### src/rtl/tof_counter.sv
// Time-of-flight counter: measures avmms_clk cycles from a start comparator edge
// to the first unblanked echo edge, with an Avalon-MM register interface.
module tof_counter #(
  parameter int CNT_W       = 24,
  parameter int SYNC_STAGES = 2
) (
  input  logic        avmms_clk,
  input  logic        avmms_reset_n,
  input  logic        start_in,
  input  logic        stop_in,
  input  logic        avmms_cs,
  input  logic [2:0]  avmms_address,
  input  logic        avmms_write,
  input  logic [31:0] avmms_writedata,
  input  logic        avmms_read,
  output logic [31:0] avmms_readdata,
  output logic        irq
);

  typedef enum logic [1:0] {
    IDLE     = 2'd0,
    ARMED    = 2'd1,
    COUNTING = 2'd2,
    DONE     = 2'd3
  } state_t;

  localparam logic [2:0] ADDR_CTRL    = 3'd0;
  localparam logic [2:0] ADDR_STATUS  = 3'd1;
  localparam logic [2:0] ADDR_TIMEOUT = 3'd2;
  localparam logic [2:0] ADDR_RESULT  = 3'd3;
  localparam logic [2:0] ADDR_BLANK   = 3'd4;

  localparam logic [CNT_W-1:0] CNT_MAX = '1;

  state_t                 state_q, state_d;
  logic [SYNC_STAGES-1:0] start_sync_q, start_sync_d;
  logic [SYNC_STAGES-1:0] stop_sync_q, stop_sync_d;
  logic                   start_prev_q, start_prev_d;
  logic                   stop_prev_q, stop_prev_d;
  logic                   enable_q, enable_d;
  logic                   irq_en_q, irq_en_d;
  logic [CNT_W-1:0]       timeout_val_q, timeout_val_d;
  logic [CNT_W-1:0]       blank_q, blank_d;
  logic [CNT_W-1:0]       result_q, result_d;
  logic [CNT_W-1:0]       counter_q, counter_d;
  logic [7:0]             hit_cnt_q, hit_cnt_d;
  logic                   done_q, done_d;
  logic                   timeout_flag_q, timeout_flag_d;
  logic [31:0]            readdata_q, readdata_d;

  logic        start_edge, stop_edge;
  logic        wr_en, rd_en, arm_pulse, busy;
  logic        stop_valid, timeout_hit, sat_hit;
  logic [31:0] rd_word;
  logic        unused_wdata;

  assign unused_wdata = ^avmms_writedata;

  // Both comparator paths share the same depth, so their latency cancels out.
  always_comb begin
    start_sync_d = {start_sync_q[SYNC_STAGES-2:0], start_in};
    stop_sync_d  = {stop_sync_q[SYNC_STAGES-2:0], stop_in};
    start_prev_d = start_sync_q[SYNC_STAGES-1];
    stop_prev_d  = stop_sync_q[SYNC_STAGES-1];
  end

  assign start_edge = start_sync_q[SYNC_STAGES-1] & ~start_prev_q;
  assign stop_edge  = stop_sync_q[SYNC_STAGES-1] & ~stop_prev_q;

  assign wr_en     = avmms_cs & avmms_write;
  assign rd_en     = avmms_cs & avmms_read;
  assign arm_pulse = wr_en && (avmms_address == ADDR_CTRL) &&
                     avmms_writedata[1] && avmms_writedata[0];
  assign busy      = (state_q == ARMED) || (state_q == COUNTING);

  // counter_q lags elapsed clocks by one, so timeout fires when it equals TIMEOUT-1.
  assign stop_valid  = stop_edge && (counter_q >= blank_q);
  assign timeout_hit = (timeout_val_q != '0) && (counter_q == timeout_val_q - CNT_W'(1));
  assign sat_hit     = (timeout_val_q == '0) && (counter_q == CNT_MAX);

  always_comb begin
    state_d        = state_q;
    enable_d       = enable_q;
    irq_en_d       = irq_en_q;
    timeout_val_d  = timeout_val_q;
    blank_d        = blank_q;
    result_d       = result_q;
    counter_d      = counter_q;
    hit_cnt_d      = hit_cnt_q;
    done_d         = done_q;
    timeout_flag_d = timeout_flag_q;

    if (wr_en) begin
      case (avmms_address)
        ADDR_CTRL: begin
          enable_d = avmms_writedata[0];
          irq_en_d = avmms_writedata[2];
        end
        ADDR_STATUS: begin
          done_d         = 1'b0;
          timeout_flag_d = 1'b0;
        end
        ADDR_TIMEOUT: timeout_val_d = avmms_writedata[CNT_W-1:0];
        ADDR_BLANK:   blank_d       = avmms_writedata[CNT_W-1:0];
        default: ;
      endcase
    end

    // A completing measurement sets done after any STATUS clear in the same cycle.
    if (arm_pulse) begin
      state_d        = ARMED;
      counter_d      = '0;
      hit_cnt_d      = '0;
      done_d         = 1'b0;
      timeout_flag_d = 1'b0;
    end else if (!enable_q) begin
      state_d = IDLE;
    end else begin
      case (state_q)
        ARMED: begin
          if (start_edge) begin
            state_d   = COUNTING;
            counter_d = '0;
          end
        end
        COUNTING: begin
          counter_d = counter_q + CNT_W'(1);
          if (stop_valid) begin
            if (hit_cnt_q != 8'hFF) hit_cnt_d = hit_cnt_q + 8'd1;
            result_d = (counter_q == CNT_MAX) ? CNT_MAX : counter_q + CNT_W'(1);
            done_d   = 1'b1;
            state_d  = DONE;
          end else if (timeout_hit) begin
            result_d       = timeout_val_q;
            done_d         = 1'b1;
            timeout_flag_d = 1'b1;
            state_d        = DONE;
          end else if (sat_hit) begin
            result_d       = CNT_MAX;
            done_d         = 1'b1;
            timeout_flag_d = 1'b1;
            state_d        = DONE;
          end
        end
        DONE:    state_d = IDLE;
        default: state_d = IDLE;
      endcase
    end
  end

  always_comb begin
    rd_word = '0;
    case (avmms_address)
      ADDR_CTRL: begin
        rd_word[0] = enable_q;
        rd_word[2] = irq_en_q;
      end
      ADDR_STATUS: begin
        rd_word[0]    = busy;
        rd_word[1]    = done_q;
        rd_word[2]    = timeout_flag_q;
        rd_word[15:8] = hit_cnt_q;
      end
      ADDR_TIMEOUT: rd_word[CNT_W-1:0] = timeout_val_q;
      ADDR_RESULT:  rd_word[CNT_W-1:0] = result_q;
      ADDR_BLANK:   rd_word[CNT_W-1:0] = blank_q;
      default: ;
    endcase
    readdata_d = rd_en ? rd_word : readdata_q;
  end

  always_ff @(posedge avmms_clk or negedge avmms_reset_n) begin
    if (!avmms_reset_n) begin
      state_q        <= IDLE;
      start_sync_q   <= '0;
      stop_sync_q    <= '0;
      start_prev_q   <= 1'b0;
      stop_prev_q    <= 1'b0;
      enable_q       <= 1'b0;
      irq_en_q       <= 1'b0;
      timeout_val_q  <= '0;
      blank_q        <= '0;
      result_q       <= '0;
      counter_q      <= '0;
      hit_cnt_q      <= '0;
      done_q         <= 1'b0;
      timeout_flag_q <= 1'b0;
      readdata_q     <= '0;
    end else begin
      state_q        <= state_d;
      start_sync_q   <= start_sync_d;
      stop_sync_q    <= stop_sync_d;
      start_prev_q   <= start_prev_d;
      stop_prev_q    <= stop_prev_d;
      enable_q       <= enable_d;
      irq_en_q       <= irq_en_d;
      timeout_val_q  <= timeout_val_d;
      blank_q        <= blank_d;
      result_q       <= result_d;
      counter_q      <= counter_d;
      hit_cnt_q      <= hit_cnt_d;
      done_q         <= done_d;
      timeout_flag_q <= timeout_flag_d;
      readdata_q     <= readdata_d;
    end
  end

  assign avmms_readdata = readdata_q;
  assign irq            = done_q & irq_en_q;

endmodule

### config.mk
export PLATFORM = sky130hd
export DESIGN_NAME = tof_counter
export DESIGN_NICKNAME = d
export VERILOG_FILES = /design/src/rtl/tof_counter.sv
export SDC_FILE = /design/constraint.sdc
export NUM_CORES = 1
export LEC_CHECK = 0
export BUFFER_PORTS_ARGS = -buffer_cell sky130_fd_sc_hd__clkbuf_2
export CAP_MARGIN = 20
export CORE_AREA = 8 8 188 119
export CTS_CLUSTER_SIZE = 16
export DETAILED_ROUTE_END_ITERATION = 10
export DIE_AREA = 0 0 196 127
export PLACE_DENSITY = 0.65
export SYNTH_ARGS = -nofsm -noshare
export SYNTH_HDL_FRONTEND = slang
export SYNTH_SLANG_ARGS = --single-unit
### constraint.sdc
create_clock -name avmms_clk -period 9.1 [get_ports avmms_clk]
set_input_delay 0.455 -clock avmms_clk [delete_from_list [all_inputs] [get_ports avmms_clk]]
set_output_delay 0.455 -clock avmms_clk [all_outputs]
set_load 0.05 [all_outputs]
# ---- After elaboration in Yosys (flattened, before gate mapping)
# Index checks and enable logic that the tools add are counted.
# Widths: inputs -> output; s select.
dict set report word_totals {
  regBits 140
  elab_cells 104
}
dict set report classes {
  add_sub_neg 3
  magnitude_cmp 1
  n_eq_ne 12
  mux 42
  bitwise 8
  reduce_logical 23
}
# cell n
set ops {}
lappend ops {{$mux 24} 7}
lappend ops {{$pmux 24 s2} 1}
lappend ops {{$mux 8} 5}
lappend ops {{$pmux 8 s4} 1}
lappend ops {{$add 24x1->24 const B} 1}
lappend ops {{$eq 24x24->1} 1}
lappend ops {{$eq 24x24->1 const B} 1}
lappend ops {{$ge 24x24->1} 1}
lappend ops {{$logic_not 24->1} 1}
lappend ops {{$pmux 8 s3} 1}
lappend ops {{$reduce_bool 24->1} 1}
lappend ops {{$sub 24x1->24 const B} 1}
lappend ops {{$mux 1} 16}
lappend ops {{$pmux 5 s3} 1}
lappend ops {{$mux 2} 6}
lappend ops {{$pmux 1 s5} 2}
lappend ops {{$add 8x1->8 const B} 1}
lappend ops {{$ne 8x8->1 const B} 1}
lappend ops {{$reduce_and 2->1} 4}
lappend ops {{$reduce_and 4->1} 2}
lappend ops {{$reduce_bool 2->1} 4}
lappend ops {{$eq 3x2->1 const B} 2}
lappend ops {{$logic_and 1x1->1} 6}
lappend ops {{$ne 6x6->1 const B} 1}
lappend ops {{14 further kinds} 21}

# ---- Longest topological paths before layout
dict set report depth {
  word_depth 9
  ltp_mapped 13
}

# ---- Least setup slack after synthesis
# Ideal clock, no wire load.
dict set report synth_timing {
  path_type {flip-flop to flip-flop}
  startpoint {register timeout_val_q[0]}
  endpoint {register result_q[10]}
  setup_ns 0.125
  arrival_time_ns 3.402
  required_ns 8.975
  setup_slack_ns 5.573
  path_stages_with_launch 14
  synth_period_minus_slack_ns 3.527
  cell_sequence {dfrtp_1 -> clkbuf_1 -> inv_1 -> ha_1 -> nor3b_1 -> nand4_1 -> xnor2_1 -> nor4_1 -> nand4_1 -> or4_1 -> buf_2 -> a31oi_4 -> buf_12 -> mux2_4}
}
dict set report synth_between {
  elab_chain_cells 5
  word_cells_on_any_way 10
}
# item line_no
set synth_rtl {}
lappend synth_rtl {{from (decl)} 42} ;# logic [CNT_W-1:0] timeout_val_q, timeout_val_d;
lappend synth_rtl {{from (signal assigned)} 197} ;# timeout_val_q <= timeout_val_d;
lappend synth_rtl {{$sub 24x1->24} 78} ;# assign timeout_hit = (timeout_val_q != '0) && (counter_q == timeout_val_q - CNT_W'(1));
lappend synth_rtl {{$eq 24x24->1} 78}
lappend synth_rtl {{$logic_and 1x1->1} 78}
lappend synth_rtl {{$reduce_bool 3->1 (no line) or $mux 24 (tied branches)} n/a}
lappend synth_rtl {{$reduce_and 4->1 (no line) or $mux 24 (tied branches)} n/a}
lappend synth_rtl {{to (signal assigned)} 199} ;# result_q <= result_d;
lappend synth_rtl {{to (decl)} 44} ;# logic [CNT_W-1:0] result_q, result_d;
# Parallel ways exist; a longest one is shown, timed or not.
# A chain may end at the register's enable or synchronous reset.

# ---- Final worst setup path
dict set report layout_timing {
  startpoint {register timeout_val_q[0]}
  endpoint {register result_q[23]}
}
# The elaborated chain is that of the path after synthesis.

==> flow_results.org <==
** Synth
- For this run, asynchronously set or reset flops after synthesis account for 1.000.
- For this run, the register share of the synthesized area comes to 0.3990.
- Adder and majority gate portion of the synthesized area :: 0.04275
- Synthesis handed over a netlist of 936 instances.
- Number of enable flip-flop cells after synthesis :: 0
- The synthesized-area fraction occupied by ao, oa, aoi and oai cells came to 0.1888.
- Area fraction in and, or, nand and nor cells after synthesis :: 0.1505
- Combinational family with the most area after synthesis :: compound AO/OA/AOI/OAI gates
- Most frequently used flop master after synthesis :: dfrtp_1
- Yosys warnings :: 0
- Per-instance average area after synthesis :: 9.380 µm²
- The portion of synthesized area spent on multiplexers is 0.09976.
- Of the total synthesized cell area, the portion taken by XOR and XNOR cells is 0.05586.
- Counting distinct cell types in the post-synthesis netlist gives 66.
- Combined area of all synthesized cells :: 8780 µm²
- Counting flops and latches in the post-synthesis netlist gives 140.

** Clock tree
- Number of post-CTS setup repair buffers :: 0
- Longest Clk Path Bufs :: 2
- Root Buffer Master :: clkbuf_16
- Total number of clock tree sinks :: 140
- TritonCTS clock tree :: done
- Number of buffers added by the clock tree synthesis step :: 17
- Clock H-tree levels :: 4
- Post-CTS repair changed the size of 0 cells.
- Cts-stage hold buffer count :: 0
- Register clock-pin slew on the reported worst setup and hold paths :: 60 ps
- Skew-Pair Late Insertion Delay :: 420 ps

** Timing
- Worst clock skew :: 10.50 ps
- Slew HR :: 0.2814
- Worst hold slack :: 50.30 ps
- Post-layout minimum cycle time :: 4681 ps
- Unrepaired setup endpoints after global routing :: no
- Summed over all failing endpoints, the final setup total negative slack is 0 ps.
- Maximum clock rate :: 0.2136 GHz
- Measured slew at the worst slew-check pin :: 1068 ps
- Setup slack on the critical path of the routed design comes to 4419 ps.
- Ratio of final minimum period to clock period :: 0.5144
- Number of pins exceeding their max-slew limit in the final report :: 0
- Setup violations remaining at the end of the flow were counted as 0.
- The count of endpoints failing hold in the final timing report is 0.

** Pwr
- The share of total power dissipated in combinational logic is 0.206.
- In this run the static leakage power is 4.280 nW.
- VDD IR max :: 0.0001206 V
- Of the total power, registers draw 0.440.
- The internal power of the cells totals 1.201 mW.
- Fraction of power spent switching nets :: 0.3466
- Power density cells :: 189.6 nW/µm²
- Of the total power, the clock network draws 0.354.
- Total net switching power :: 636.9 µW

** Run
- Max-cap violations :: 0

** Routing
- Dividing the detail-routed via count by the number of cells gives 5.993.
- Iteration count of the initial detailed-routing pass :: 5
- Total length of routed met2 wires :: 9418 µm
- Total vias in the final route :: 7275
- Routed signal wires occupy layers up through met4.
- Post-route antenna net violation count :: 0
- Total met3 wirelength after detailed routing :: 2548 µm
- After detailed routing, the average wire length per cell comes to 21.24 µm.
- After detailed routing, the total wire length is 25790 µm.
- After detailed routing, the number of remaining DRC violations is 0.
- For this block, wires on met1 add up to 13660 µm.
- Iter 0 DRT Violations :: 694

** Placed design
- Number of placed instances with taps included :: 1182
- Detailed-placement wirelength estimate :: 18980 µm
- The congestion estimate from routability-driven global placement came to 0.9156.
- Count of port buffers added during placement :: 58
- OpenSTA, run right after detailed placement, puts the worst setup slack at 4527 ps.

** Global route
- Via count of the first global-routing pass :: 6888
- Residual overflow from global routing :: 0
- Number of antenna violations at the first check in global routing :: 0
- Wire length of the first global-routing pass :: 40810 µm
- Total Routing Usage GR :: 0.2103
- Entering global routing, the biggest net connects 78 pins.

** Worst setup path
- The largest individual stage delay along the critical path comes from the cell nor3b_1.
- CP cell instances :: inv_1 > ha_1 > nor3b_1 > nand4_1 > xnor2_1 > nor4_1 > nand4_1 > or4_1 > a31oi_4 > buf_4 > mux2_2
- Critical path fanouts, max :: 16
- For the worst setup path, the data required time is 9410 ps.
- For the worst flop-to-flop path, the logic depth is 11.
- Origin of the critical flop-to-flop path :: timeout_val_q[0]$_DFFE_PN0P_
- Nature of the critical path startpoint :: flip-flop
- Worst R2R Setup Slack :: 4420 ps
- The worst setup path is of the reg2reg kind.
- Worst Path Arrival :: 4990 ps
- Kind of end point of the critical path :: flip-flop
- Critical Path Most Common Cell :: nand4_1
- End of the worst register-to-register path :: result_q[23]$_DFFE_PN0P_
- For this run, the slowest stage of the critical path takes 750 ps.

** Finish
- Share of post-route cells with drive strength above 1 :: 0.1840
- 0 antenna diodes ended up in the layout.
- Relative to the synthesized area, the layout overhead comes to 10.36%.
- Final standard cell count with taps included and fillers excluded :: 1214
- In the final design database the tool counted 1021 nets.
- At the end of the flow the core is filled with cells to 0.4964.

** Die
- Die area :: 24890 µm²
- Number of cell rows :: 40
- Top-Level Pins :: 75
- In this run the horizontal extent of the chip is 196 µm.
- Core Region :: 19520 µm²
- Die height :: 127 µm
- Initial core utilization :: 0.4498

** Worst hold path
- The path class of the tightest hold or removal check is in2async.

** Run status
- Status :: complete, no violations
[power by group through the flow]
| stage | Clock [mW] | Sequential [mW] | Combinational (mW) |
|---|---|---|---|
| CTS | 0.664 | 0.803 | 0.375 |
| global placement | 0 | 0.811 | 0.367 |
| finish | 0.651 | 0.808 | 0.378 |
| global route | 0.691 | 0.818 | 0.416 |
| floorplan | 0 | 0.792 | 0.272 |
| detailed placement | 0 | 0.813 | 0.373 |
[layer usage]
layer	global-route usage	vias up
li1	-	3385
met1	0.3416	3583
met2	0.2639	292
met3	0.05690	15
met4	0.04041	0
met5	0	-
[kinds of logic after synthesis]
kind of cell,Yosys count
simple gates,258
compound gates,257
flops,140
buf+inv,123
mux,71
xor+xnor,56
fa+ha+maj,30
other cells,1
[cells in the mapped netlist, drive strengths merged (20+ instances only)]
cell / number / share of area
dfrtp: 140 / 0.40
o21ai: 103 / 0.059
nand2: 88 / 0.038
clkbuf: 59 / 0.026
mux2: 55 / 0.079
nor2: 55 / 0.024
a21oi: 46 / 0.026
inv: 37 / 0.016
xnor2: 36 / 0.036
ha: 30 / 0.043
buf: 27 / 0.021
o2111ai: 27 / 0.027
o31a: 22 / 0.022
xor2: 20 / 0.020
[placed cells by master, fill, tap and decap left out, types with 4 or more instances in the layout]
cell type and instances:
conb_1 8, mux2i_1 14, mux2_4 19, a211oi_1 4, or3_1 6, xor2_1 20
and3_1 16, inv_6 6, dfrtp_1 140, nand2b_1 6, clkbuf_2 57, nand4_1 13
a21o_1 8, inv_1 37, a21oi_1 45, a22oi_1 10, buf_4 15, o31ai_1 9
nand2_1 88, nor4_1 11, mux2_2 36, and2_1 4, nor2_1 55, clkbuf_16 17
o2111ai_1 27, a31oi_1 5, nor2b_1 8, nor3_1 9, nand3_1 10, ha_1 30
xnor2_1 36, o31a_1 22, o21ai_0 103, and4_1 9, o21a_1 4
[metrics by stage]
| stage | cell area (µm²) | power [mW] |
|---|---|---|
| floorplan | 8806 | 1.064 |
| global placement | 9140 | 1.178 |
| detailed placement | 9140 | 1.186 |
| CTS | 9689 | 1.842 |
| global route | 9689 | 1.924 |
| finish | 9689 | 1.837 |
[final cells by class]
type,instances,area (µm²)
clock buffers,19,442.9
clock inverters,13,106.4
fillers,1831,9829
inverters,37,138.9
multi-input cells,680,4773
flip-flops and latches,140,3503
well taps,252,315.3
repair buffers,73,409.1
[registers in the layout (all words and copies together), names as in the netlist]
register and count:
timeout_flag_q 1, result_q 24, done_q 1, irq_en_q 1, avmms_readdata 24, stop_sync_q 2, timeout_val_q 24, start_prev_q 1
stop_prev_q 1, state_q 2, start_sync_q 2, blank_q 24, hit_cnt_q 8, counter_q 24, enable_q 1
[worst max path at each step]
stage | startpoint | to | slack (ps) | cells after the start
3_5_place_dp | timeout_val_q[0]$_DFFE_PN0P_ | result_q[23]$_DFFE_PN0P_ | 4530 | 11
6_report | timeout_val_q[0]$_DFFE_PN0P_ | result_q[23]$_DFFE_PN0P_ | 4420 | 11
3_3_place_gp | timeout_val_q[0]$_DFFE_PN0P_ | result_q[23]$_DFFE_PN0P_ | 4530 | 11
4_1_cts | timeout_val_q[0]$_DFFE_PN0P_ | result_q[23]$_DFFE_PN0P_ | 4470 | 11
5_1_grt | timeout_val_q[0]$_DFFE_PN0P_ | result_q[23]$_DFFE_PN0P_ | 4110 | 11
2_1_floorplan | timeout_val_q[0]$_DFFE_PN0P_ | result_q[10]$_DFFE_PN0P_ | 5570 | 13
[worst max-delay path, delay by kind of cell, from the launching register on]
family	cells	cell delay [ps]
and+or+nand+nor	5	2130
AOI/OAI and AO/OA	1	470
DFF	1	480
muxes	1	370
xor gates and xnor gates	1	200
buffers and inverters	2	600
adders and majority gates	1	320
No activity file was read; power rests on OpenSTA's default activity.
